File: src/rtl/sha_pkg.sv
// sha_pkg: shared constants, feeder state enum and block-1 padding helper for the SHA message feeder.
package sha_pkg;
    localparam int          HDR_W        = 640;
    localparam int          BLK_W        = 512;
    localparam logic [7:0]  PAD_BYTE     = 8'h80;
    localparam logic [63:0] HDR_LEN_BITS = 64'd640;

    typedef enum logic [1:0] {
        IDLE,
        SEND_HDR,
        SEND_NONCE,
        DONE
    } feeder_state_t;

    // Header tail, little-endian nonce, 0x80 terminator, zero fill, 64-bit bit length.
    function automatic logic [BLK_W-1:0] pad_block1(input logic [95:0] hdr_tail, input logic [31:0] nonce);
        return {hdr_tail, nonce[7:0], nonce[15:8], nonce[23:16], nonce[31:24], PAD_BYTE, 312'd0, HDR_LEN_BITS};
    endfunction
endpackage

File: src/rtl/sha_msg_feeder.sv
// sha_msg_feeder: emits header block 0 then one padded nonce block per nonce in [nonce_start, nonce_end].
module sha_msg_feeder
    import sha_pkg::*;
#(
    parameter logic [31:0] NONCE_STEP = 32'd1
) (
    input  logic               clk,
    input  logic               reset,
    input  logic               start,
    input  logic [HDR_W-1:0]   header,
    input  logic [31:0]        nonce_start,
    input  logic [31:0]        nonce_end,
    input  logic               ready,
    input  logic               stop,
    output logic [BLK_W-1:0]   M,
    output logic               en,
    output logic               blk_idx,
    output logic [31:0]        nonce_out,
    output logic               busy,
    output logic               done
);
    feeder_state_t state, next_state;
    logic [607:0] hdr_q;
    logic [31:0]  nonce, end_q;
    logic         emit, last;
    logic         unused_nonce_field;

    assign unused_nonce_field = ^header[31:0];

    // Distance compare instead of nonce+step > end so a range ending at 32'hFFFF_FFFF never wraps.
    assign last = (end_q - nonce) < NONCE_STEP;
    assign emit = (state == SEND_HDR || state == SEND_NONCE) && ready && !stop;

    always_ff @(posedge clk) begin
        if (reset)
            state <= IDLE;
        else
            state <= next_state;
    end

    always_comb begin
        next_state = state;
        if (state == IDLE)
            next_state = !start ? IDLE : (nonce_start > nonce_end) ? DONE : SEND_HDR;
        else if (stop || state == DONE)
            next_state = IDLE;
        else if (ready)
            next_state = (state == SEND_HDR) ? SEND_NONCE : last ? DONE : SEND_NONCE;
    end

    always_ff @(posedge clk) begin
        if (reset) begin
            M         <= '0;
            en        <= 1'b0;
            blk_idx   <= 1'b0;
            nonce_out <= '0;
            busy      <= 1'b0;
            done      <= 1'b0;
            hdr_q     <= '0;
            nonce     <= '0;
            end_q     <= '0;
        end else begin
            en   <= emit;
            done <= state == DONE && !stop;
            busy <= next_state != IDLE;
            if (state == IDLE && start) begin
                hdr_q <= header[639:32];
                end_q <= nonce_end;
                nonce <= nonce_start;
            end
            if (emit) begin
                blk_idx <= state == SEND_NONCE;
                M       <= (state == SEND_HDR) ? hdr_q[607:96] : pad_block1(hdr_q[95:0], nonce);
                if (state == SEND_NONCE) begin
                    nonce_out <= nonce;
                    if (!last)
                        nonce <= nonce + NONCE_STEP;
                end
            end
        end
    end
endmodule

File: config.mk
export PLATFORM = sky130hd
export DESIGN_NAME = sha_msg_feeder
export DESIGN_NICKNAME = d
export VERILOG_FILES = /design/src/rtl/sha_pkg.sv /design/src/rtl/sha_msg_feeder.sv
export SDC_FILE = /design/constraint.sdc
export NUM_CORES = 2
export LEC_CHECK = 0
export BUFFER_PORTS_ARGS = -buffer_cell sky130_fd_sc_hd__buf_2
export CORE_AREA = 2 2 483 485
export DETAILED_ROUTE_END_ITERATION = 7
export DIE_AREA = 0 0 485 487
export HOLD_SLACK_MARGIN = 0.08
export MAX_ROUTING_LAYER = met4
export PLACE_DENSITY = 0.36
export SLEW_MARGIN = 20
export SYNTH_ARGS = -nofsm -noshare
export SYNTH_HDL_FRONTEND = slang
export SYNTH_SLANG_ARGS = --single-unit
File: constraint.sdc
create_clock -name clk -period 10.4 [get_ports clk]
set_input_delay 2.08 -clock clk [delete_from_list [all_inputs] [get_ports clk]]
set_output_delay 2.08 -clock clk [all_outputs]
set_load 0.05 [all_outputs]
==> impl_metrics.tcl <==
set metrics [dict create \
    holdPathEnd "M[35]$_SDFFE_PP0P_" \
    synth_cell_types 68 \
    rr_startpoint "nonce[0]$_SDFF_PP0_" \
    highest_layer "met4" \
    vias_per_cell 4.32 \
    crit_arrival_ns 5.90 \
    synth_top_family_by_area "compound AO/OA/AOI/OAI gates" \
    clockPowerShare_pct 46.5 \
    syn_inst 5155 \
    syn_area_per_cell_um2 8.77 \
    ctsResizeCount 0 \
    final_common_cell "nand2_1" \
    worstSetupStartpointType "flip-flop" \
    drv_slew 0 \
    peakVddDrop_uv 155 \
    cp.required_ns 11.07 \
    row_count 177 \
    fin_crit_ns 5.23 \
    drv_cap 0 \
    switchingPower_mw 3.32 \
    portBuffers 1224 \
    syn_nets 5933 \
    synth_mux_area_share_pct 2.93 \
    synth-xor-area-share_pct 0.310 \
    crit_buf_inv 2 \
    path_clk_slew_ns 0.06 \
    grt_overflow 0 \
    async_reset_ff_share_pct 0 \
    hold_viol_final 0 \
    cts_buffers 154 \
    clock_latency_ns 0.80 \
    synth-compound-area-share_pct 20.3 \
    tritoncts "yes" \
    io_pins 1257 \
    dp.cells 9060 \
    stdcell_count 9450 \
    final_core_util_pct 25.8 \
    yosys.area.top_type "dfxtp_1" \
    setup_tns_ns 0 \
    grt_pass1_wl_um 291000 \
    crit_fanout 38 \
    power.internal_mw 8.64 \
    routed-wl-met3_um 19800 \
    gp_congestion 0.805 \
    setup_viol 0 \
    cts_root_buffer "clkbuf_16" \
    min_from "hdr_q[131]$_SDFFE_PP0P_" \
    ys_seq_area_share_pct 54.1 \
    area_growth_pct 31.8 \
    grt_pass1_vias 40000 \
    wl_met2_um 97800 \
    reg2reg_slack_ns 5.17 \
    p_comb_share_pct 11.4 \
    cts.htree.levels 4 \
    vias 40800 \
    status "complete, no violations" \
    dr.pass1.iters 5 \
    cp_slowest_stage_delay_ns 0.64 \
    ys_warn_count 0 \
    drtAntennaViolNets 0 \
    critical_path.endpoint_type "flip-flop" \
    path_class "reg -> reg" \
    synth_top_area_share_pct 54.1 \
    syn-cell-area_mm2 0.0452 \
    drt-met1-wl_um 82400 \
    die_w_um 485 \
    cpMostUsedCell "nand4_1" \
    cpMaxStageDelayCell "dfxtp_1" \
    drc 0 \
    drt_iter0_markers 1911 \
    antenna_found_initial 139 \
    synthAdderAreaFrac_pct 1.93 \
    ys_ff_latch 1222 \
    start_util_pct 19.5 \
    cellPowerDensity_mw_per_mm2 201 \
    max_freq_mhz 191 \
    die_h_um 487 \
    hold_depth 1 \
    regToRegEndpoint "nonce[0]$_SDFF_PP0_" \
    cts_setup_buffers 0 \
    reg2reg_depth 15 \
    synth_flop_cell "dfxtp_1" \
    coreArea_mm2 0.231 \
    clock_skew_ns 0.0571 \
    hp-class "reg -> reg" \
    cts_sinks 1222 \
    period_share_pct 50.3 \
    pwr-share-seq_pct 42.2 \
    grt_max_degree 196 \
    synth_area_leaders "dfxtp_1 54%, nand2_1 12%, a21oi_1 8.0%" \
    switching_share_pct 27.8 \
    slew_headroom_pct 30.0 \
    dieArea_mm2 0.236 \
    cp-startpoint "nonce[0]$_SDFF_PP0_" \
    synth-simple-area-share_pct 16.3 \
    cts_max_path_buffers 3 \
    layout_common_cells "1414 x nand2_1, 1223 x buf_2, 1222 x dfxtp_1" \
    cts-hold-fix-buffers 0 \
    p_leak_nw 24.8 \
    worst_slew_pin_slew_ns 1.05 \
    rsz0062_at_grt "no" \
    crit_path_cell_trace "ha_1, inv_1, fa_1, nor2b_1, nor4b_1, o211ai_1, a2111oi_0, o2111a_1, nand4_1, nor4_1, nand4_1, nand2_1, buf_4, o21ai_1, a221oi_2" \
    drive_gt1_share_pct 24.3 \
    routedWlPerCell_um 21.7 \
    grt.total_usage_pct 17.1 \
    synth_edf_count 0 \
    routed_wl_um 205000 \
    dp_hpwl_um 148000 \
    nets 6951 \
    crit_family "simple AND/OR/NAND/NOR gates" \
]
synth_stat cells, types with 4 or more instances:
library cell / instances
ha_1: 68
a21oi_1: 723
nand3_1: 23
nor4_1: 13
nand2b_1: 16
o21ai_0: 77
inv_1: 79
o211ai_1: 5
or3_1: 5
xor2_1: 9
clkbuf_1: 370
a221o_1: 4
a311oi_1: 6
a2111oi_0: 4
a31oi_1: 6
and3_1: 15
a22o_1: 382
nor3b_1: 41
buf_6: 4
buf_2: 6
and2_1: 9
nand2_1: 1416
o21a_1: 12
a21o_1: 18
buf_1: 28
nand3b_1: 4
dfxtp_1: 1222
a211oi_1: 136
o2111a_1: 4
nor2b_1: 9
mux2i_1: 130
nor3_1: 55
xnor2_1: 7
nand4_1: 22
nor2_1: 172
worst reg2reg max path: stages (launching register included):
cell,delay [ns]
dfxtp_1,0.64
ha_1,0.26
inv_1,0.05
fa_1,0.42
nor2b_1,0.16
nor4b_1,0.45
o211ai_1,0.23
a2111oi_0,0.61
o2111a_1,0.36
nand4_1,0.10
nor4_1,0.39
nand4_1,0.42
nand2_1,0.17
buf_4,0.41
o21ai_1,0.18
a221oi_2,0.28
metrics by stage:
step                worst slack (ns)  total power, mW  cell area (µm²)  hold slack [ns]
floorplan                       6.60             5.97            45200            0.436
global placement                4.48             6.53            54100            0.441
detailed placement              4.43             6.54            54100            0.444
CTS                             5.05             12.2            59300            0.425
global route                    4.64             12.5            59600            0.453
finish                          5.17             12.0            59600            0.440
sequential cells by signal (all words and copies together), names as in the netlist:
name,cells
M,512
done,1
hdr_q,608
nonce_out,32
nonce,32
end_q,32
busy,1
en,1
blk_idx,1
state,2
worst max path at each step:
stage / endpoint / cells past startpoint
after CTS: nonce[0]$_SDFF_PP0_ / 15
after floorplan: state[1]$_SDFF_PP0_ / 13
after detailed placement: M[220]$_SDFFE_PP0P_ / 7
final: nonce[0]$_SDFF_PP0_ / 15
after global routing: nonce[0]$_SDFF_PP0_ / 15
after global placement: M[213]$_SDFFE_PP0P_ / 7
cell families after synthesis:
logic type	count (synthesis)
AND/OR/NAND/NOR	1814
AO/OA/AOI/OAI	1413
flip-flops	1222
buffers and inverters	489
multiplexers	132
adder cells (fa/ha/maj)	69
XOR/XNOR	16
layer usage:
layer	up-vias	global-route usage [%]
li1	20000	-
met4	0	4.18
met2	1263	28.2
met5	-	-
met1	19300	18.9
met3	277	7.40
area by class of cell:
class,count,area [µm²]
Sequential cell,1222,24500
Antenna cell,110,275
Clock buffer,237,4610
Tap cell,3043,3810
Multi-Input combinational cell,3444,18900
Inverter,79,297
Timing Repair Buffer,1272,6580
Fill cell,25400,172000
Clock inverter,43,667
power groups by stage:
stage,sequential [mW],clock [mW],combinational [mW]
floorplan,5.20,0,0.772
global placement,5.14,0,1.38
detailed placement,5.15,0,1.39
CTS,5.05,5.76,1.39
global route,5.07,5.94,1.52
finish,5.04,5.56,1.36
(Power assumes the default switching activity.)
